==> src/rtl/axi_lite_if.sv <==
// AXI4-Lite bundle: 32-bit address and data, no IDs, single-beat transfers.
// Handshake rule for every channel: a transfer happens on a rising clock edge
// where valid and ready are both high; once valid is raised the payload holds
// steady until that edge, and valid never waits on ready.
interface axi_lite_if;
    logic [31:0] awaddr;
    logic [2:0]  awprot;
    logic        awvalid;
    logic        awready;
    logic [31:0] wdata;
    logic [3:0]  wstrb;
    logic        wvalid;
    logic        wready;
    logic [1:0]  bresp;
    logic        bvalid;
    logic        bready;
    logic [31:0] araddr;
    logic [2:0]  arprot;
    logic        arvalid;
    logic        arready;
    logic [31:0] rdata;
    logic [1:0]  rresp;
    logic        rvalid;
    logic        rready;

    modport master (
        output awaddr, awprot, awvalid, wdata, wstrb, wvalid, bready,
        output araddr, arprot, arvalid, rready,
        input  awready, wready, bresp, bvalid, arready, rdata, rresp, rvalid
    );

    modport slave (
        input  awaddr, awprot, awvalid, wdata, wstrb, wvalid, bready,
        input  araddr, arprot, arvalid, rready,
        output awready, wready, bresp, bvalid, arready, rdata, rresp, rvalid
    );
endinterface

==> src/rtl/axi_lite_xbar.sv <==
// 1-master / 3-slave AXI4-Lite crossbar (SRAM, UART, CLINT).
// The address is decoded combinationally. Each direction has its own FSM, and
// each FSM allows one transaction in flight. An unmapped address gets a local
// DECERR (2'b11) response.
// Optional macro XBAR_DECERR_FATAL_EN: when it is defined, an AR or AW
// handshake to an unmapped address stops the simulation with $fatal. The
// hardware is the same in both builds.
module axi_lite_xbar #(
    parameter logic [31:0] SRAM_BASE  = 32'h8000_0000,
    parameter logic [31:0] SRAM_SIZE  = 32'h0800_0000,
    parameter logic [31:0] UART_BASE  = 32'ha000_03f8,
    parameter logic [31:0] UART_SIZE  = 32'h8,
    parameter logic [31:0] CLINT_BASE = 32'ha000_0048,
    parameter logic [31:0] CLINT_SIZE = 32'h8
) (
    input  logic       clk,
    input  logic       reset,
    axi_lite_if.slave  m,
    axi_lite_if.master s_sram,
    axi_lite_if.master s_uart,
    axi_lite_if.master s_clint
);

    // Target select encoding. SEL_NONE from the decoder means "unmapped".
    localparam logic [1:0] SEL_NONE  = 2'd0;
    localparam logic [1:0] SEL_SRAM  = 2'd1;
    localparam logic [1:0] SEL_UART  = 2'd2;
    localparam logic [1:0] SEL_CLINT = 2'd3;

    localparam logic [1:0] RD_IDLE = 2'd0;
    localparam logic [1:0] RD_DATA = 2'd1;
    localparam logic [1:0] RD_ERR  = 2'd2;

    localparam logic [2:0] WR_IDLE  = 3'd0;
    localparam logic [2:0] WR_DATA  = 3'd1;
    localparam logic [2:0] WR_RESP  = 3'd2;
    localparam logic [2:0] WR_ERR_W = 3'd3;
    localparam logic [2:0] WR_ERR_B = 3'd4;

    logic [1:0] rd_state;
    logic [1:0] rd_sel;
    logic [2:0] wr_state;
    logic [1:0] wr_sel;
    logic [1:0] ar_dec;
    logic [1:0] aw_dec;

    // Compare in 33 bits so that base+size cannot wrap past 2^32.
    function automatic logic in_region(input logic [31:0] addr,
                                       input logic [31:0] base,
                                       input logic [31:0] size);
        return ({1'b0, addr} >= {1'b0, base}) &&
               ({1'b0, addr} < ({1'b0, base} + {1'b0, size}));
    endfunction

    // If regions overlap, SRAM wins over UART, and UART wins over CLINT.
    function automatic logic [1:0] decode(input logic [31:0] addr);
        if (in_region(addr, SRAM_BASE, SRAM_SIZE))
            return SEL_SRAM;
        else if (in_region(addr, UART_BASE, UART_SIZE))
            return SEL_UART;
        else if (in_region(addr, CLINT_BASE, CLINT_SIZE))
            return SEL_CLINT;
        return SEL_NONE;
    endfunction

    assign ar_dec = decode(m.araddr);
    assign aw_dec = decode(m.awaddr);

    // Read routing: AR goes to the decoded slave while idle; R comes back from the latched slave.
    always_comb begin
        s_sram.araddr   = m.araddr;
        s_sram.arprot   = m.arprot;
        s_sram.arvalid  = 1'b0;
        s_sram.rready   = 1'b0;
        s_uart.araddr   = m.araddr;
        s_uart.arprot   = m.arprot;
        s_uart.arvalid  = 1'b0;
        s_uart.rready   = 1'b0;
        s_clint.araddr  = m.araddr;
        s_clint.arprot  = m.arprot;
        s_clint.arvalid = 1'b0;
        s_clint.rready  = 1'b0;
        m.arready       = 1'b0;
        m.rvalid        = 1'b0;
        m.rdata         = 32'h0;
        m.rresp         = 2'b00;
        case (rd_state)
            RD_IDLE: begin
                case (ar_dec)
                    SEL_SRAM:  begin s_sram.arvalid  = m.arvalid; m.arready = s_sram.arready;  end
                    SEL_UART:  begin s_uart.arvalid  = m.arvalid; m.arready = s_uart.arready;  end
                    SEL_CLINT: begin s_clint.arvalid = m.arvalid; m.arready = s_clint.arready; end
                    default:   m.arready = 1'b1;
                endcase
            end
            RD_DATA: begin
                case (rd_sel)
                    SEL_SRAM: begin
                        m.rvalid = s_sram.rvalid; m.rdata = s_sram.rdata;
                        m.rresp = s_sram.rresp; s_sram.rready = m.rready;
                    end
                    SEL_UART: begin
                        m.rvalid = s_uart.rvalid; m.rdata = s_uart.rdata;
                        m.rresp = s_uart.rresp; s_uart.rready = m.rready;
                    end
                    SEL_CLINT: begin
                        m.rvalid = s_clint.rvalid; m.rdata = s_clint.rdata;
                        m.rresp = s_clint.rresp; s_clint.rready = m.rready;
                    end
                    default: ;
                endcase
            end
            RD_ERR: begin
                m.rvalid = 1'b1;
                m.rresp  = 2'b11;
            end
            default: ;
        endcase
    end

    // Read FSM: latch the target on AR and release it on the R handshake.
    always_ff @(posedge clk or posedge reset) begin
        if (reset) begin
            rd_state <= RD_IDLE;
            rd_sel   <= SEL_NONE;
        end else begin
            case (rd_state)
                RD_IDLE: if (m.arvalid && m.arready) begin
                    rd_sel   <= ar_dec;
                    rd_state <= (ar_dec == SEL_NONE) ? RD_ERR : RD_DATA;
                end
                RD_DATA: if (m.rvalid && m.rready) begin
                    rd_sel   <= SEL_NONE;
                    rd_state <= RD_IDLE;
                end
                RD_ERR: if (m.rready) begin
                    rd_sel   <= SEL_NONE;
                    rd_state <= RD_IDLE;
                end
                default: rd_state <= RD_IDLE;
            endcase
        end
    end

    // Write routing: W is gated until AW has been accepted, so a slave never sees W before AW.
    always_comb begin
        s_sram.awaddr   = m.awaddr;
        s_sram.awprot   = m.awprot;
        s_sram.wdata    = m.wdata;
        s_sram.wstrb    = m.wstrb;
        s_sram.awvalid  = 1'b0;
        s_sram.wvalid   = 1'b0;
        s_sram.bready   = 1'b0;
        s_uart.awaddr   = m.awaddr;
        s_uart.awprot   = m.awprot;
        s_uart.wdata    = m.wdata;
        s_uart.wstrb    = m.wstrb;
        s_uart.awvalid  = 1'b0;
        s_uart.wvalid   = 1'b0;
        s_uart.bready   = 1'b0;
        s_clint.awaddr  = m.awaddr;
        s_clint.awprot  = m.awprot;
        s_clint.wdata   = m.wdata;
        s_clint.wstrb   = m.wstrb;
        s_clint.awvalid = 1'b0;
        s_clint.wvalid  = 1'b0;
        s_clint.bready  = 1'b0;
        m.awready       = 1'b0;
        m.wready        = 1'b0;
        m.bvalid        = 1'b0;
        m.bresp         = 2'b00;
        case (wr_state)
            WR_IDLE: begin
                case (aw_dec)
                    SEL_SRAM:  begin s_sram.awvalid  = m.awvalid; m.awready = s_sram.awready;  end
                    SEL_UART:  begin s_uart.awvalid  = m.awvalid; m.awready = s_uart.awready;  end
                    SEL_CLINT: begin s_clint.awvalid = m.awvalid; m.awready = s_clint.awready; end
                    default:   m.awready = 1'b1;
                endcase
            end
            WR_DATA: begin
                case (wr_sel)
                    SEL_SRAM:  begin s_sram.wvalid  = m.wvalid; m.wready = s_sram.wready;  end
                    SEL_UART:  begin s_uart.wvalid  = m.wvalid; m.wready = s_uart.wready;  end
                    SEL_CLINT: begin s_clint.wvalid = m.wvalid; m.wready = s_clint.wready; end
                    default: ;
                endcase
            end
            WR_RESP: begin
                case (wr_sel)
                    SEL_SRAM: begin
                        m.bvalid = s_sram.bvalid; m.bresp = s_sram.bresp; s_sram.bready = m.bready;
                    end
                    SEL_UART: begin
                        m.bvalid = s_uart.bvalid; m.bresp = s_uart.bresp; s_uart.bready = m.bready;
                    end
                    SEL_CLINT: begin
                        m.bvalid = s_clint.bvalid; m.bresp = s_clint.bresp; s_clint.bready = m.bready;
                    end
                    default: ;
                endcase
            end
            WR_ERR_W: m.wready = 1'b1;
            WR_ERR_B: begin
                m.bvalid = 1'b1;
                m.bresp  = 2'b11;
            end
            default: ;
        endcase
    end

    // Write FSM: AW, then W, then B, against the latched target. Unmapped writes are absorbed locally.
    always_ff @(posedge clk or posedge reset) begin
        if (reset) begin
            wr_state <= WR_IDLE;
            wr_sel   <= SEL_NONE;
        end else begin
            case (wr_state)
                WR_IDLE: if (m.awvalid && m.awready) begin
                    wr_sel   <= aw_dec;
                    wr_state <= (aw_dec == SEL_NONE) ? WR_ERR_W : WR_DATA;
                end
                WR_DATA:  if (m.wvalid && m.wready) wr_state <= WR_RESP;
                WR_RESP: if (m.bvalid && m.bready) begin
                    wr_sel   <= SEL_NONE;
                    wr_state <= WR_IDLE;
                end
                WR_ERR_W: if (m.wvalid) wr_state <= WR_ERR_B;
                WR_ERR_B: if (m.bready) begin
                    wr_sel   <= SEL_NONE;
                    wr_state <= WR_IDLE;
                end
                default: wr_state <= WR_IDLE;
            endcase
        end
    end

`ifdef XBAR_DECERR_FATAL_EN
    // Stop the simulation on the first handshake to an unmapped address.
    always @(posedge clk) begin
        if (!reset && rd_state == RD_IDLE && m.arvalid && m.arready && ar_dec == SEL_NONE)
            $fatal(1, "axi_lite_xbar: read from unmapped address %h", m.araddr);
        if (!reset && wr_state == WR_IDLE && m.awvalid && m.awready && aw_dec == SEL_NONE)
            $fatal(1, "axi_lite_xbar: write to unmapped address %h", m.awaddr);
    end
`endif

endmodule
==> src/flat_wrapper.sv <==
// flat-port wrapper written by rule: the top's interface ports become plain ports
module axi_lite_xbar_flat 
#(
    parameter logic [31:0] SRAM_BASE  = 32'h8000_0000,
    parameter logic [31:0] SRAM_SIZE  = 32'h0800_0000,
    parameter logic [31:0] UART_BASE  = 32'ha000_03f8,
    parameter logic [31:0] UART_SIZE  = 32'h8,
    parameter logic [31:0] CLINT_BASE = 32'ha000_0048,
    parameter logic [31:0] CLINT_SIZE = 32'h8
)
  (clk, reset, m_awaddr, m_awprot, m_awvalid, m_wdata, m_wstrb, m_wvalid, m_bready, m_araddr, m_arprot, m_arvalid, m_rready, m_awready, m_wready, m_bresp, m_bvalid, m_arready, m_rdata, m_rresp, m_rvalid, s_sram_awaddr, s_sram_awprot, s_sram_awvalid, s_sram_wdata, s_sram_wstrb, s_sram_wvalid, s_sram_bready, s_sram_araddr, s_sram_arprot, s_sram_arvalid, s_sram_rready, s_sram_awready, s_sram_wready, s_sram_bresp, s_sram_bvalid, s_sram_arready, s_sram_rdata, s_sram_rresp, s_sram_rvalid, s_uart_awaddr, s_uart_awprot, s_uart_awvalid, s_uart_wdata, s_uart_wstrb, s_uart_wvalid, s_uart_bready, s_uart_araddr, s_uart_arprot, s_uart_arvalid, s_uart_rready, s_uart_awready, s_uart_wready, s_uart_bresp, s_uart_bvalid, s_uart_arready, s_uart_rdata, s_uart_rresp, s_uart_rvalid, s_clint_awaddr, s_clint_awprot, s_clint_awvalid, s_clint_wdata, s_clint_wstrb, s_clint_wvalid, s_clint_bready, s_clint_araddr, s_clint_arprot, s_clint_arvalid, s_clint_rready, s_clint_awready, s_clint_wready, s_clint_bresp, s_clint_bvalid, s_clint_arready, s_clint_rdata, s_clint_rresp, s_clint_rvalid);
  axi_lite_if m_i ();
  axi_lite_if s_sram_i ();
  axi_lite_if s_uart_i ();
  axi_lite_if s_clint_i ();
  input  logic clk;
  input  logic reset;
  input wire logic [$bits(m_i.awaddr)-1:0] m_awaddr;
  input wire logic [$bits(m_i.awprot)-1:0] m_awprot;
  input wire logic [$bits(m_i.awvalid)-1:0] m_awvalid;
  input wire logic [$bits(m_i.wdata)-1:0] m_wdata;
  input wire logic [$bits(m_i.wstrb)-1:0] m_wstrb;
  input wire logic [$bits(m_i.wvalid)-1:0] m_wvalid;
  input wire logic [$bits(m_i.bready)-1:0] m_bready;
  input wire logic [$bits(m_i.araddr)-1:0] m_araddr;
  input wire logic [$bits(m_i.arprot)-1:0] m_arprot;
  input wire logic [$bits(m_i.arvalid)-1:0] m_arvalid;
  input wire logic [$bits(m_i.rready)-1:0] m_rready;
  output wire logic [$bits(m_i.awready)-1:0] m_awready;
  output wire logic [$bits(m_i.wready)-1:0] m_wready;
  output wire logic [$bits(m_i.bresp)-1:0] m_bresp;
  output wire logic [$bits(m_i.bvalid)-1:0] m_bvalid;
  output wire logic [$bits(m_i.arready)-1:0] m_arready;
  output wire logic [$bits(m_i.rdata)-1:0] m_rdata;
  output wire logic [$bits(m_i.rresp)-1:0] m_rresp;
  output wire logic [$bits(m_i.rvalid)-1:0] m_rvalid;
  output wire logic [$bits(s_sram_i.awaddr)-1:0] s_sram_awaddr;
  output wire logic [$bits(s_sram_i.awprot)-1:0] s_sram_awprot;
  output wire logic [$bits(s_sram_i.awvalid)-1:0] s_sram_awvalid;
  output wire logic [$bits(s_sram_i.wdata)-1:0] s_sram_wdata;
  output wire logic [$bits(s_sram_i.wstrb)-1:0] s_sram_wstrb;
  output wire logic [$bits(s_sram_i.wvalid)-1:0] s_sram_wvalid;
  output wire logic [$bits(s_sram_i.bready)-1:0] s_sram_bready;
  output wire logic [$bits(s_sram_i.araddr)-1:0] s_sram_araddr;
  output wire logic [$bits(s_sram_i.arprot)-1:0] s_sram_arprot;
  output wire logic [$bits(s_sram_i.arvalid)-1:0] s_sram_arvalid;
  output wire logic [$bits(s_sram_i.rready)-1:0] s_sram_rready;
  input wire logic [$bits(s_sram_i.awready)-1:0] s_sram_awready;
  input wire logic [$bits(s_sram_i.wready)-1:0] s_sram_wready;
  input wire logic [$bits(s_sram_i.bresp)-1:0] s_sram_bresp;
  input wire logic [$bits(s_sram_i.bvalid)-1:0] s_sram_bvalid;
  input wire logic [$bits(s_sram_i.arready)-1:0] s_sram_arready;
  input wire logic [$bits(s_sram_i.rdata)-1:0] s_sram_rdata;
  input wire logic [$bits(s_sram_i.rresp)-1:0] s_sram_rresp;
  input wire logic [$bits(s_sram_i.rvalid)-1:0] s_sram_rvalid;
  output wire logic [$bits(s_uart_i.awaddr)-1:0] s_uart_awaddr;
  output wire logic [$bits(s_uart_i.awprot)-1:0] s_uart_awprot;
  output wire logic [$bits(s_uart_i.awvalid)-1:0] s_uart_awvalid;
  output wire logic [$bits(s_uart_i.wdata)-1:0] s_uart_wdata;
  output wire logic [$bits(s_uart_i.wstrb)-1:0] s_uart_wstrb;
  output wire logic [$bits(s_uart_i.wvalid)-1:0] s_uart_wvalid;
  output wire logic [$bits(s_uart_i.bready)-1:0] s_uart_bready;
  output wire logic [$bits(s_uart_i.araddr)-1:0] s_uart_araddr;
  output wire logic [$bits(s_uart_i.arprot)-1:0] s_uart_arprot;
  output wire logic [$bits(s_uart_i.arvalid)-1:0] s_uart_arvalid;
  output wire logic [$bits(s_uart_i.rready)-1:0] s_uart_rready;
  input wire logic [$bits(s_uart_i.awready)-1:0] s_uart_awready;
  input wire logic [$bits(s_uart_i.wready)-1:0] s_uart_wready;
  input wire logic [$bits(s_uart_i.bresp)-1:0] s_uart_bresp;
  input wire logic [$bits(s_uart_i.bvalid)-1:0] s_uart_bvalid;
  input wire logic [$bits(s_uart_i.arready)-1:0] s_uart_arready;
  input wire logic [$bits(s_uart_i.rdata)-1:0] s_uart_rdata;
  input wire logic [$bits(s_uart_i.rresp)-1:0] s_uart_rresp;
  input wire logic [$bits(s_uart_i.rvalid)-1:0] s_uart_rvalid;
  output wire logic [$bits(s_clint_i.awaddr)-1:0] s_clint_awaddr;
  output wire logic [$bits(s_clint_i.awprot)-1:0] s_clint_awprot;
  output wire logic [$bits(s_clint_i.awvalid)-1:0] s_clint_awvalid;
  output wire logic [$bits(s_clint_i.wdata)-1:0] s_clint_wdata;
  output wire logic [$bits(s_clint_i.wstrb)-1:0] s_clint_wstrb;
  output wire logic [$bits(s_clint_i.wvalid)-1:0] s_clint_wvalid;
  output wire logic [$bits(s_clint_i.bready)-1:0] s_clint_bready;
  output wire logic [$bits(s_clint_i.araddr)-1:0] s_clint_araddr;
  output wire logic [$bits(s_clint_i.arprot)-1:0] s_clint_arprot;
  output wire logic [$bits(s_clint_i.arvalid)-1:0] s_clint_arvalid;
  output wire logic [$bits(s_clint_i.rready)-1:0] s_clint_rready;
  input wire logic [$bits(s_clint_i.awready)-1:0] s_clint_awready;
  input wire logic [$bits(s_clint_i.wready)-1:0] s_clint_wready;
  input wire logic [$bits(s_clint_i.bresp)-1:0] s_clint_bresp;
  input wire logic [$bits(s_clint_i.bvalid)-1:0] s_clint_bvalid;
  input wire logic [$bits(s_clint_i.arready)-1:0] s_clint_arready;
  input wire logic [$bits(s_clint_i.rdata)-1:0] s_clint_rdata;
  input wire logic [$bits(s_clint_i.rresp)-1:0] s_clint_rresp;
  input wire logic [$bits(s_clint_i.rvalid)-1:0] s_clint_rvalid;
  assign m_i.awaddr = m_awaddr;
  assign m_i.awprot = m_awprot;
  assign m_i.awvalid = m_awvalid;
  assign m_i.wdata = m_wdata;
  assign m_i.wstrb = m_wstrb;
  assign m_i.wvalid = m_wvalid;
  assign m_i.bready = m_bready;
  assign m_i.araddr = m_araddr;
  assign m_i.arprot = m_arprot;
  assign m_i.arvalid = m_arvalid;
  assign m_i.rready = m_rready;
  assign m_awready = m_i.awready;
  assign m_wready = m_i.wready;
  assign m_bresp = m_i.bresp;
  assign m_bvalid = m_i.bvalid;
  assign m_arready = m_i.arready;
  assign m_rdata = m_i.rdata;
  assign m_rresp = m_i.rresp;
  assign m_rvalid = m_i.rvalid;
  assign s_sram_awaddr = s_sram_i.awaddr;
  assign s_sram_awprot = s_sram_i.awprot;
  assign s_sram_awvalid = s_sram_i.awvalid;
  assign s_sram_wdata = s_sram_i.wdata;
  assign s_sram_wstrb = s_sram_i.wstrb;
  assign s_sram_wvalid = s_sram_i.wvalid;
  assign s_sram_bready = s_sram_i.bready;
  assign s_sram_araddr = s_sram_i.araddr;
  assign s_sram_arprot = s_sram_i.arprot;
  assign s_sram_arvalid = s_sram_i.arvalid;
  assign s_sram_rready = s_sram_i.rready;
  assign s_sram_i.awready = s_sram_awready;
  assign s_sram_i.wready = s_sram_wready;
  assign s_sram_i.bresp = s_sram_bresp;
  assign s_sram_i.bvalid = s_sram_bvalid;
  assign s_sram_i.arready = s_sram_arready;
  assign s_sram_i.rdata = s_sram_rdata;
  assign s_sram_i.rresp = s_sram_rresp;
  assign s_sram_i.rvalid = s_sram_rvalid;
  assign s_uart_awaddr = s_uart_i.awaddr;
  assign s_uart_awprot = s_uart_i.awprot;
  assign s_uart_awvalid = s_uart_i.awvalid;
  assign s_uart_wdata = s_uart_i.wdata;
  assign s_uart_wstrb = s_uart_i.wstrb;
  assign s_uart_wvalid = s_uart_i.wvalid;
  assign s_uart_bready = s_uart_i.bready;
  assign s_uart_araddr = s_uart_i.araddr;
  assign s_uart_arprot = s_uart_i.arprot;
  assign s_uart_arvalid = s_uart_i.arvalid;
  assign s_uart_rready = s_uart_i.rready;
  assign s_uart_i.awready = s_uart_awready;
  assign s_uart_i.wready = s_uart_wready;
  assign s_uart_i.bresp = s_uart_bresp;
  assign s_uart_i.bvalid = s_uart_bvalid;
  assign s_uart_i.arready = s_uart_arready;
  assign s_uart_i.rdata = s_uart_rdata;
  assign s_uart_i.rresp = s_uart_rresp;
  assign s_uart_i.rvalid = s_uart_rvalid;
  assign s_clint_awaddr = s_clint_i.awaddr;
  assign s_clint_awprot = s_clint_i.awprot;
  assign s_clint_awvalid = s_clint_i.awvalid;
  assign s_clint_wdata = s_clint_i.wdata;
  assign s_clint_wstrb = s_clint_i.wstrb;
  assign s_clint_wvalid = s_clint_i.wvalid;
  assign s_clint_bready = s_clint_i.bready;
  assign s_clint_araddr = s_clint_i.araddr;
  assign s_clint_arprot = s_clint_i.arprot;
  assign s_clint_arvalid = s_clint_i.arvalid;
  assign s_clint_rready = s_clint_i.rready;
  assign s_clint_i.awready = s_clint_awready;
  assign s_clint_i.wready = s_clint_wready;
  assign s_clint_i.bresp = s_clint_bresp;
  assign s_clint_i.bvalid = s_clint_bvalid;
  assign s_clint_i.arready = s_clint_arready;
  assign s_clint_i.rdata = s_clint_rdata;
  assign s_clint_i.rresp = s_clint_rresp;
  assign s_clint_i.rvalid = s_clint_rvalid;
  axi_lite_xbar #(.SRAM_BASE(SRAM_BASE), .SRAM_SIZE(SRAM_SIZE), .UART_BASE(UART_BASE), .UART_SIZE(UART_SIZE), .CLINT_BASE(CLINT_BASE), .CLINT_SIZE(CLINT_SIZE)) u_core (.clk(clk), .reset(reset), .m(m_i), .s_sram(s_sram_i), .s_uart(s_uart_i), .s_clint(s_clint_i));
endmodule
==> config.mk <==
export PLATFORM = sky130hd
export DESIGN_NAME = axi_lite_xbar_flat
export DESIGN_NICKNAME = d
export VERILOG_FILES = /design/src/rtl/axi_lite_if.sv /design/src/rtl/axi_lite_xbar.sv /design/src/flat_wrapper.sv
export SDC_FILE = /design/constraint.sdc
export NUM_CORES = 1
export LEC_CHECK = 0
export ABC_AREA = 1
export CAP_MARGIN = 20
export CORE_AREA = 2 2 235 237
export CTS_BUF_LIST = sky130_fd_sc_hd__clkbuf_2
export DETAILED_ROUTE_END_ITERATION = 8
export DIE_AREA = 0 0 237 239
export SLEW_MARGIN = 25
export SYNTH_ARGS = -nofsm -noshare
export SYNTH_HDL_FRONTEND = slang
export SYNTH_SLANG_ARGS = --single-unit
==> constraint.sdc <==
create_clock -name clk -period 5 [get_ports clk]
set_input_delay 1 -clock clk [delete_from_list [all_inputs] [get_ports clk]]
set_output_delay 1 -clock clk [all_outputs]
set_load 0.05 [all_outputs]
# After elaboration in Yosys (flattened, before gate mapping)
# Cells that the tools add are included.
[totals]
ff_bits = 9
in_bits = 236
out_inout_bits = 374
wordCells = 141
[op_classes]
magnitude_cmp = 12
eq_ne = 26
n_mux = 78
reduce_logical = 21
[ops]
columns = ["cell", "n"]
rows = [
  [">= comparator 32 bit (second input constant)", 6],
  ["less-than comparator 32 bit (second input constant)", 6],
  ["one-hot mux 32 bit (3 select lines)", 1],
  ["2-to-1 mux 1 bit", 38],
  ["2-to-1 mux 2 bit", 17],
  ["2-to-1 mux 32 bit", 1],
  ["one-hot mux 2 bit (3 select lines)", 5],
  ["equality test 2 bit (second input constant)", 9],
  ["2-to-1 mux 3 bit", 5],
  ["one-hot mux 1 bit (3 select lines)", 5],
  ["one-hot mux 3 bit (5 select lines)", 1],
  ["logical AND 1 bit", 11],
  ["equality test 2 x 1 -> 1 bit (second input constant)", 5],
  ["inequality test 2 x 1 -> 1 bit (second input constant)", 5],
  ["one-hot mux 2 bit (2 select lines)", 2],
  ["AND reduction 4 bit", 2],
  ["equality test 3 x 2 -> 1 bit (second input constant)", 2],
  ["logical NOT 2 bit", 3],
  ["inequality test 2 bit (second input constant)", 3],
  ["one-hot mux 1 bit (2 select lines)", 3],
  ["nonzero test 3 bit", 2],
  ["AND reduction 5 bit", 1],
  ["equality test 3 x 1 -> 1 bit (second input constant)", 1],
  ["equality test 3 bit (second input constant)", 1],
  ["other kinds (2)", 2],
]

# Logic depth before layout (Yosys ltp)
# Gate-level depths: netlist (run 1).
[depth]
ltp_word = 12
mapped_depth = 15
depth_no_buf = 15

# Least setup slack after synthesis (run 1)
# No wires, ideal clock.
[synth_timing]
path_type = "input-to-output"
start = "input m_awaddr[21]"
end = "output s_clint_awvalid"
arrival_time_ns = 2.809
t_required_ns = 4.000
slack_ns = 1.191
path_stages = 9
path_buffers = 0
path_cell_list = "nor2_1 > nand2_1 > nor2_2 > inv_1 > nand2_1 > nand2_1 > nor2_2 > nand2_2 > nor3b_1"
[synth_via]
elab_chain_cells = 9
elab_cells_between_ends = 18
cone_classes = "order compare (6); eq/ne (1); mux (8); reduce/logical (3)"
[synth_lines]
columns = ["element", "line", "text"]
rows = [
  ["start: declaration", "flat_wrapper.sv:18", "input wire logic [$bits(m_i.awaddr)-1:0] m_awaddr;"],
  [">= comparator 32 bit or less-than comparator 32 bit (tied branches)", "axi_lite_xbar.sv:51, axi_lite_xbar.sv:52", ""],
  ["logical AND 1 bit", "axi_lite_xbar.sv:51", "return ({1'b0, addr} >= {1'b0, base}) &&"],
  ["2-to-1 mux 1 bit", "axi_lite_xbar.sv:61", "else if (in_region(addr, CLINT_BASE, CLINT_SIZE))"],
  ["2-to-1 mux 1 bit", "axi_lite_xbar.sv:59", "else if (in_region(addr, UART_BASE, UART_SIZE))"],
  ["2-to-1 mux 1 bit", "axi_lite_xbar.sv:57", "if (in_region(addr, SRAM_BASE, SRAM_SIZE))"],
  ["2-to-1 mux 2 bit *", "axi_lite_xbar.sv:63", "return SEL_NONE;"],
  ["equality test 2 bit *", "axi_lite_xbar.sv:174", "case (aw_dec)"],
  ["2-to-1 mux 1 bit *", "axi_lite_xbar.sv:174", ""],
  ["2-to-1 mux 1 bit *", "axi_lite_xbar.sv:172", "case (wr_state)"],
  ["end: declaration", "flat_wrapper.sv:77", "output wire logic [$bits(s_clint_i.awvalid)-1:0] s_clint_awvalid;"],
]
# Mark *: on every way between the ends. The rest lies on a longest branch, timed or not.

# Worst setup path in the final report (run 1)
[layout_timing]
start = "input m_awaddr[10]"
end = "output m_awready"
[layout_via]
elab_chain_cells = 9
elab_cells_between_ends = 20
cone_classes = "order compare (6); eq/ne (3); mux (8); reduce/logical (3)"
[layout_lines]
columns = ["element", "line", "text"]
rows = [
  [">= comparator 32 bit or less-than comparator 32 bit (tied branches)", "axi_lite_xbar.sv:51, axi_lite_xbar.sv:52", ""],
  ["logical AND 1 bit", "axi_lite_xbar.sv:51", ""],
  ["2-to-1 mux 1 bit", "axi_lite_xbar.sv:61", ""],
  ["2-to-1 mux 1 bit", "axi_lite_xbar.sv:59", ""],
  ["2-to-1 mux 1 bit", "axi_lite_xbar.sv:57", ""],
  ["2-to-1 mux 2 bit *", "axi_lite_xbar.sv:63", ""],
  ["equality test 2 bit or equality test 2 x 1 -> 1 bit (tied branches)", "axi_lite_xbar.sv:174", ""],
  ["one-hot mux 1 bit (3 select lines) *", "axi_lite_xbar.sv:174", ""],
  ["2-to-1 mux 1 bit *", "axi_lite_xbar.sv:172", ""],
  ["end: declaration", "flat_wrapper.sv:29", "output wire logic [$bits(m_i.awready)-1:0] m_awready;"],
]
# Marks and branches as above.

==> run metrics, run 1 <==
status=finished clean; ANT cells=0; worst-margin pin slew=0.654 ns; HPWL after detailed placement=18.5 mm; Clock Latency Late Sink=0.28 ns; Final TNS setup=0 ns; Worst Path Buf+Inv=3; Avg Cell Area, Syn=5.91 sq um; fraction of layout instances using a drive strength above 1=5.09%; die height=239 microns; Final Skew=0.000671 ns; total number of vias=4,906; Pint=505 uW; worst path cell trace=clkdlybuf4s50_1 > nor2_1 > inv_1 > nor2_4 > nor2_2 > nor2_2 > nand4_1 > nand4_2 > and2_2 > clkdlybuf4s50_1; largest net degree at the start of global routing=36; Layout fillers=6,219; sw power=785 uW; IO buf count=417; cell count after synthesis=808; initial antenna violation count=1; multi-input logic area=1830 sq um; final-stage net count=1,145; routed vias/inst=3.05; Unique masters post-synth=34; drt pass-1 iters=4; Core ar.=54,300 sq um; placed cell area=7440 sq um; critical path's slowest cell=clkdlybuf4s50_1; switching share of power=60.9%; #FFs+latches synth=9; Final Total Pwr=1290 uW; top-count cell post-synth=buf_4; Site Rows=86; first-pass GRT wire length=29.0 mm; final setup violation count=0; Max VDD drop=141 uV; hold_buf cts=0; CTS max path bufs=2; largest area contributor in the netlist=buf_4; Synth-to-Final Area Change=56.2%; Final Hold Fails=0; average wire per standard cell=13.1 microns; number of synthesized flops with an enable pin=0; post-layout min period=4.48 ns; Seq/Total Area, Yosys=4.71%; startpoint types=input pin; syn_nets=1,048; delay-heaviest family, CP=buffers and inverters; Final WS setup=0.520 ns; CTS tree=built; Post-synth ARST share=100%; post-cts resize count=0; Reg clk slew, reported paths=0.12 ns; GRT overflow=0; Primary FF master, synth=dfrtp_1; final wirelength=21.1 mm; Post-synth top cells=318 x buf_4, 211 x nand2_1, 69 x inv_1, 44 x nand3_1, 42 x nor2_1; clock sink total=9; arrival time at the worst endpoint=3.48 ns; # Max-Cap Violations=0; type of the worst setup path=input pin to primary output; crit end category=primary output; DRC=0; CP max FO=4; Clock Power Share=4.3%; Worst slew margin=56.4%; sequential power share=9.0%; postcts setup bufs=0; pre-CTS WS=0.538 ns; Die X=237 microns; worst hold path class=flop to flop; H-Tree Depth=1; Num CTS Buffers=3; Gate power share=86.7%; LEAKAGE=0.00299 uW; Layout Utilization=13.7%; # IOs=610; die footprint=56,600 sq um; gpl congestion=0.769; ranking of synthesized cells by area=buf_4 50%, nand2_1 17%, inv_1 5.4%; Detail Route Antenna Nets=0; Crit path largest cell delay=0.81 ns; RSZ-0062 raised after global routing=false; total track usage=6.72%; vias in the first global route=4,850; count of final max-slew check failures=0; share of the synthesized area in the top cell type=50.0%; drt initial violations=235; critical path required time=4.00 ns; Synth warnings=0; fin area=7460 sq um; clock root buffer master=clkbuf_2; storage element area=225 sq um; Initial Utilization=8.79%; pwr dens=173 nW/um^2; Mapped Area=4780 sq um; Tcrit/Tclk final=89.6%; fmax=223 MHz
state kept, by name, indices dropped and copies added, names as in the netlist:
signal and cells:
u_core.rd_sel 2, u_core.rd_state 2, u_core.wr_sel 2, u_core.wr_state 3
per-layer routing:
metal | up-vias | global-route usage, % | share of wire, %
li1 | 2359 | - | -
met1 | 2164 | 8.08 | 39
met2 | 333 | 10.5 | 45
met3 | 50 | 2.86 | 13
met4 | 0 | 2.67 | 3.6
met5 | - | 0 | 0
power groups by stage:
| stage | Sequential, uW | Combinational (uW) | Clock [uW] |
|---|---|---|---|
| floorplan | 110 | 1040 | 0 |
| global placement | 116 | 1120 | 0 |
| detailed placement | 117 | 1120 | 0 |
| CTS | 116 | 1130 | 63.9 |
| global route | 120 | 1180 | 66.3 |
| finish | 116 | 1120 | 55.4 |
cell usage in the layout (no fill, tap or decap), types with 2 or more instances in the layout:
master and n:
a22o_1 2, o21ai_1 2, nand2_4 3, nor2_4 2, dfrtp_1 9, nor3_1 15
nand4_1 18, nand2_1 211, a21oi_2 2, nand2_2 6, clkdlybuf4s50_1 417, a21oi_1 9
and3_1 2, o21ai_0 4, nor2_2 9, nand3_2 5, inv_1 69, buf_4 6
nor2_1 42, nand3_1 44, ha_1 4, clkbuf_2 4, nand4_2 2, inv_2 5
and2_1 3
cells by family (layout without fill, tap and decap cells):
kind of cell               Yosys count  after routing  synth area share (%)
buffers and inverters              406            502                  56.9
DFF                                  9              9                  4.71
AOI/OAI and AO/OA                   22             22                  2.83
adders and majority gates            4              4                  1.05
and+or+nand+nor                    367            367                  34.5
per-stage QoR:
step,hold WS [ns],std cells
finish,0.554,1608
global route,0.595,1608
CTS,0.548,1608
detailed placement,0.515,1604
global placement,0.505,1604
floorplan,0.462,808
worst reg2reg max path, stage by stage, from the launching register on:
cell and delay, ns:
dfrtp_1 0.55, nand2_1 0.14, inv_2 0.48, nand2_1 0.11
nand3_1 0.11, nand2_1 0.06, a21oi_2 0.16, nand2_1 0.08
o21ai_2 0.19, nand3_2 0.13, nand2_1 0.07, nand2_1 0.05
worst paths after layout:
check	slack (ns)	start	to	cells past startpoint
worst max-delay path	0.52	m_awaddr[10]	m_awready	10
worst min register to register	0.55	u_core.wr_state[1]$_DFFE_PP0P_	u_core.wr_state[1]$_DFFE_PP0P_	2
worst max register to register	2.77	u_core.rd_sel[0]$_DFFE_PP0P_	u_core.rd_sel[0]$_DFFE_PP0P_	11
max in group asynchronous	3.60	reset	u_core.rd_sel[0]$_DFFE_PP0P_	2
min in group asynchronous	1.05	reset	u_core.rd_state[1]$_DFFE_PP0P_	2
worst min-delay path	0.55	u_core.wr_state[1]$_DFFE_PP0P_	u_core.wr_state[1]$_DFFE_PP0P_	2
final cells by class:
class,instances,share of cell area [%]
tap,704,11.8
clock buffer,4,0.268
inverter,75,3.77
timing repair buffer,423,56.5
sequential,9,3.02
multi-input combinational,393,24.6
No activity file was read; power rests on OpenSTA's default activity.
==> run 2, diff against run 1 <==
--- a/config.mk
+++ b/config.mk
@@ -5,12 +5,13 @@
 export SDC_FILE = /design/constraint.sdc
 export NUM_CORES = 1
 export LEC_CHECK = 0
-export ABC_AREA = 1
 export CAP_MARGIN = 20
-export CORE_AREA = 2 2 235 237
+export CORE_AREA = 2 2 240 242
 export CTS_BUF_LIST = sky130_fd_sc_hd__clkbuf_2
 export DETAILED_ROUTE_END_ITERATION = 8
-export DIE_AREA = 0 0 237 239
+export DIE_AREA = 0 0 242 244
+export SKIP_CTS_REPAIR_TIMING = 1
+export SKIP_LAST_GASP = 1
 export SLEW_MARGIN = 25
 export SYNTH_ARGS = -nofsm -noshare
 export SYNTH_HDL_FRONTEND = slang
==> run 2 against run 1 <==
Via count decreased by 16%. Register-to-register slack got worse by 0.45 ns. Maximum frequency fell by 1.4%.
==> run metrics, run 2 <==
status=finished clean; count of final max-slew check failures=0 (unchanged); ranking of synthesized cells by area=buf_4 53%, mux2_2 11%, nor2b_1 5.5%; die height=244 microns (+2.1%); pwr dens=136 nW/um^2 (-21%); LEAKAGE=0.00231 uW (-23%); Detail Route Antenna Nets=0 (unchanged); number of synthesized flops with an enable pin=0 (unchanged); clock root buffer master=clkbuf_2; first-pass GRT wire length=28.7 mm (-0.88%); type of the worst setup path=input pin to primary output; largest area contributor in the netlist=buf_4; DRC=0 (unchanged); final-stage net count=916 (-20%); final wirelength=21.0 mm (-0.71%); top-count cell post-synth=buf_4; max reg flops=3 (unchanged); CTS tree=built; Mapped Area=4520 sq um (-5.5%); routed vias/inst=2.89 (-5.3%); r2r setup slk=2.32 ns (-0.45 ns); Clock Latency Late Sink=0.30 ns (+0.02 ns); drt pass-1 iters=7 (+3); share of the synthesized area in the top cell type=52.9% (+2.9 points); Avg Cell Area, Syn=7.68 sq um (+30%); Synth-to-Final Area Change=60.8%; Site Rows=87 (+1.2%); startpoint types=input pin; fraction of layout instances using a drive strength above 1=9.93% (+4.8 points); Unique masters post-synth=47 (+38%); Seq/Total Area, Yosys=4.99% (+0.27 points); Worst R2R Start=u_core.rd_sel[1]$_DFFE_PP0P_; CTS max path bufs=2 (unchanged); total track usage=6.60% (-0.12 points); worst-margin pin slew=0.869 ns (+0.215 ns); Die X=242 microns (+2.1%); commonest cells after routing, fill and taps aside=412 x clkdlybuf4s50_1, 43 x mux2_2, 39 x nor2b_1; largest net degree at the start of global routing=40 (+11%); GRT overflow=0 (unchanged); fmax=220 MHz (-1.4%); total number of vias=4,137 (-16%); Num CTS Buffers=3 (unchanged); final setup violation count=0 (unchanged); Final Hold Fails=0 (unchanged); Tcrit/Tclk final=90.9% (+1.3 points); Worst R2R Path Depth=7 (-4); Synth warnings=0 (unchanged); Reg with most FFs=u_core.wr_state; beginning of the critical path=m_awaddr[13]; CP max FO=6 (+2); Final Skew=0.000464 ns (-0.000207 ns); HPWL after detailed placement=18.0 mm (-2.8%); #FFs+latches synth=9 (unchanged); Worst slew margin=42.1% (-14 points); post-layout min period=4.54 ns (+0.0640 ns); HP Start=u_core.wr_state[2]$_DFFE_PP0P_; Max VDD drop=75.1 uV (-47%); Core ar.=56,200 sq um (+3.4%); clock sink total=9 (unchanged); Cells after DPL=1,427 (-11%); IO buf count=417 (unchanged); arrival time at the worst endpoint=3.54 ns (+0.06 ns); Post-synth ARST share=100% (unchanged); # IOs=610 (unchanged); vias in the first global route=4,397 (-9.3%); H-Tree Depth=1 (unchanged); Reg clk slew, reported paths=0.15 ns (+0.03 ns); drt initial violations=71 (-70%); critical path required time=4.00 ns (about the same); Primary FF master, synth=dfrtp_1; Post-synth top cells=318 x buf_4, 43 x mux2_2, 40 x nor2b_1, 32 x a22oi_1, 23 x nor2_1; RSZ-0062 raised after global routing=false; Initial Utilization=8.04% (-0.75 points); crit end category=primary output; gpl congestion=0.851 (+11%); commonest non-fill, non-tap cell in the layout=clkdlybuf4s50_1; worst hold path class=flop to flop; # Max-Cap Violations=0 (unchanged); Final Non-Filler Cells=1,432 (-11%); average wire per standard cell=14.6 microns (+11%); Final TNS setup=0 ns (unchanged); syn_nets=828 (-21%); reg2reg end=u_core.rd_sel[0]$_DFFE_PP0P_; initial antenna violation count=4 (+3); end point of the critical path=m_awready; die footprint=59,000 sq um (+4.2%); cell count after synthesis=588 (-27%)
## run 2: cell types whose count changed in the layout (fill, tap and decap cells not counted), sizes merged, moves of 4 or more
cell / previous run / this run
a21oi: 11 / 7
nand3: 49 / 6
mux2: 0 / 45
a22oi: 0 / 32
nor4: 1 / 6
nor3: 15 / 3
clkdlybuf4s50: 417 / 412
nand2b: 0 / 5
inv: 74 / 6
nor2b: 0 / 40
nor2: 53 / 23
nand4: 20 / 3
nand2: 220 / 9
## run 2: how the worst min path moves through the flow
stage	end	slack [ns]	cells past startpoint
after floorplan	u_core.wr_state[1]$_DFFE_PP0P_	0.50	1
after global placement	u_core.wr_state[1]$_DFFE_PP0P_	0.56	1
after detailed placement	u_core.wr_state[1]$_DFFE_PP0P_	0.58	1
after CTS	u_core.wr_state[1]$_DFFE_PP0P_	0.60	1
after global routing	u_core.wr_state[1]$_DFFE_PP0P_	0.63	1
final	u_core.wr_state[1]$_DFFE_PP0P_	0.61	1
## run 2: per-layer routing
layer | up-vias | wire length [microns] | GRT usage, %
met2 | 394 | 10900 | 12.7
met5 | - | 13 | 0
met4 | 2 | 848 | 3.12
met3 | 54 | 2240 | 2.30
met1 | 1849 | 6910 | 6.18
li1 | 1838 | - | -
## run 2: final cells by class
| class | instances | area, sq um |
|---|---|---|
| fill | 6459 | 48900 |
| sequential | 9 | 228 |
| tap | 756 | 946 |
| inverter | 6 | 22.5 |
| multi-input combinational | 235 | 1820 |
| timing repair buffer | 421 | 4230 |
| antenna | 1 | 2.50 |
| clock buffer | 4 | 20.0 |
## run 2: metrics by stage
stage / area [sq um] / hold WS, ns / util, % / total power (uW) / setup slack (ns)
after floorplan: 4520 / 0.501 / - / 934 / 0.687
after global placement: 7240 / 0.559 / 12.9 / 938 / 0.474
after detailed placement: 7240 / 0.578 / 12.9 / 942 / 0.446
after CTS: 7260 / 0.596 / 12.9 / 1010 / 0.446
after global routing: 7260 / 0.626 / 12.9 / 1040 / 0.350
final: 7260 / 0.606 / 12.9 / 987 / 0.456
## run 2: cell families after synthesis
logic type / share of synthesized area (%)
mux: 11.9
compound gates: 11.1
simple gates: 15.8
buf+inv: 55.0
flops: 4.99
fa+ha+maj: 1.11
## run 2: critical path, cell delays in order
cell	delay, ns
clkdlybuf4s50_1	0.46
or4_4	0.56
a2111oi_4	0.42
nand4b_4	0.20
nor2_1	0.13
nor2_1	0.07
clkdlybuf4s50_1	0.71
## run 2: power by group
group / total [uW] / internal, uW / switching (uW) / leakage, uW
Clock: 59.1 / 21.2 / 37.9 / 0.0000166
Sequential: 82.4 / 78.0 / 4.41 / 0.000115
Combinational: 846 / 341 / 505 / 0.00218
==> run 3, diff against run 2 <==
--- a/config.mk
+++ b/config.mk
@@ -10,9 +10,10 @@
 export CTS_BUF_LIST = sky130_fd_sc_hd__clkbuf_2
 export DETAILED_ROUTE_END_ITERATION = 8
 export DIE_AREA = 0 0 242 244
+export MAX_ROUTING_LAYER = met4
 export SKIP_CTS_REPAIR_TIMING = 1
 export SKIP_LAST_GASP = 1
-export SLEW_MARGIN = 25
+export SLEW_MARGIN = 20
 export SYNTH_ARGS = -nofsm -noshare
 export SYNTH_HDL_FRONTEND = slang
 export SYNTH_SLANG_ARGS = --single-unit
==> run 3 against run 2 <==
Sequential power about the same. Cell count about the same. Final area about the same. Critical path depth unchanged. Register-to-register slack better by 0.02 ns. Largest power group unchanged.
==> run metrics, run 3 (synthesized netlist as in run 2, its figures left out) <==
met3 GRT Util=2.19% (-0.11 points); delay-heaviest family, CP=buffers and inverters; CTS max path bufs=2 (unchanged); Initial Utilization=8.04% (unchanged); # Max-Cap Violations=0 (unchanged); Fin Hold WS=0.607 ns (+0.000538 ns); critical path required time=4.00 ns (about the same); pwr dens=136 nW/um^2 (about the same); fraction of layout instances using a drive strength above 1=9.93% (unchanged); post-layout min period=4.54 ns (-0.00155 ns); Worst slew margin=42.9% (+0.83 points); CP max FO=6 (unchanged); Worst R2R Start=u_core.rd_sel[1]$_DFFE_PP0P_; worst hold path class=flop to flop; count of final max-slew check failures=0 (unchanged); RSZ-0062 raised after global routing=false; final setup violation count=0 (unchanged); Core ar.=56,200 sq um (unchanged); commonest cells after routing, fill and taps aside=412 x clkdlybuf4s50_1, 43 x mux2_2, 39 x nor2b_1; Crit path largest cell delay=0.71 ns (about the same); clock root buffer master=clkbuf_2; startpoint types=input pin; critical path's slowest cell=clkdlybuf4s50_1; multi-input logic area=1820 sq um (unchanged); Tcrit/Tclk final=90.9% (about the same); total track usage=6.79% (+0.19 points); storage element area=228 sq um (unchanged); Final Hold Fails=0 (unchanged); vias in the first global route=4,405 (+0.18%); Final TNS setup=0 ns (unchanged); DRC=0 (unchanged); GRT busiest layer=met2; Synth-to-Final Area Change=60.9% (about the same); worst-margin pin slew=0.856 ns (-0.0124 ns); H-Tree Depth=1 (unchanged); final wirelength=21.0 mm (about the same); # IOs=610 (unchanged); Die X=242 microns (unchanged); type of the worst setup path=input pin to primary output; die footprint=59,000 sq um (unchanged); beginning of the critical path=m_awaddr[13]; average wire per standard cell=14.6 microns (about the same); Detail Route Antenna Nets=0 (unchanged); gpl congestion=0.865 (+1.6%); Max VDD drop=75.1 uV (about the same); Reg with most FFs=u_core.wr_state; met2 Use GR=12.7% (unchanged); HP Start=u_core.wr_state[2]$_DFFE_PP0P_; max reg flops=3 (unchanged); Layout fillers=6,458 (-0.015%); Cells after DPL=1,427 (unchanged); worst path cell trace=clkdlybuf4s50_1 > or4_4 > a2111oi_4 > nand4b_4 > nor2_1 > nor2_1 > clkdlybuf4s50_1; commonest non-fill, non-tap cell in the layout=clkdlybuf4s50_1; fmax=220 MHz (about the same); drt pass-1 iters=5 (-2); status=finished clean; routed vias/inst=2.88 (-0.41%); crit end category=primary output; GR Layer Usage met1=6.24% (+0.060 points); largest net degree at the start of global routing=40 (unchanged); Worst Path Buf+Inv=2 (unchanged); Reg clk slew, reported paths=0.15 ns (about the same); arrival time at the worst endpoint=3.54 ns (about the same); Site Rows=87 (unchanged); total number of vias=4,123 (-0.34%); first-pass GRT wire length=28.6 mm (-0.22%); GRT overflow=0 (unchanged); final-stage net count=916 (unchanged); Clock Latency Late Sink=0.30 ns (about the same); Num CTS Buffers=3 (unchanged); die height=244 microns (unchanged); CTS tree=built; placed cell area=7240 sq um (unchanged); clock sink total=9 (unchanged); LEAKAGE=0.00231 uW (unchanged); fin area=7270 sq um (about the same); Final Non-Filler Cells=1,433 (+0.070%); drt initial violations=75 (+5.6%); IO buf count=417 (unchanged); HPWL after detailed placement=18.0 mm (unchanged); Final Skew=0.000463 ns (-0.000000194 ns); initial antenna violation count=4 (unchanged)
## run 3: cell types whose count changed in the layout (fill, tap and decap cells not counted), sizes merged
cell   delta
diode     +1
## run 3: layout make-up
class                      count  share of cell area, %
antenna                        2                 0.0689
clock buffer                   4                  0.276
inverter                       6                  0.310
multi-input combinational    235                   25.0
sequential                     9                   3.13
tap                          756                   13.0
timing repair buffer         421                   58.2
## run 3: metal layers
metal	share of wire [%]	wire, microns
met5	0	0
met4	3.9	826
met3	10	2150
met2	52	10900
met1	34	7050
## run 3: power breakdown
group	internal (uW)	leakage (uW)	switching (uW)
registers	78.0	0.000115	4.43
clock network	21.2	0.0000166	38.0
logic	341	0.00218	505
## run 3: worst register-to-register path, delay by kind of cell (launching register included)
family          cells  cell delay (ns)
compound gates      2             0.57
flops               1             0.38
simple gates        2             0.31
buf+inv             1             0.49
mux                 2             0.82
## run 3: metrics by stage
step                      utilization [%]  power, uW  setup WS (ns)
after floorplan                         -        934          0.687
after global routing                 12.9       1040          0.350
after CTS                            12.9       1010          0.446
after global placement               12.9        938          0.474
after detailed placement             12.9        942          0.446
final                                12.9        987          0.457
## run 3: worst paths after layout
kind,endpoint,slack (ns),cells past startpoint
max,m_awready,0.46,7
min,u_core.wr_state[1]$_DFFE_PP0P_,0.61,1
max reg2reg,u_core.rd_sel[0]$_DFFE_PP0P_,2.34,7
min reg2reg,u_core.wr_state[1]$_DFFE_PP0P_,0.61,1
max in group asynchronous,u_core.rd_sel[1]$_DFFE_PP0P_,3.52,2
min in group asynchronous,u_core.wr_state[2]$_DFFE_PP0P_,1.05,2
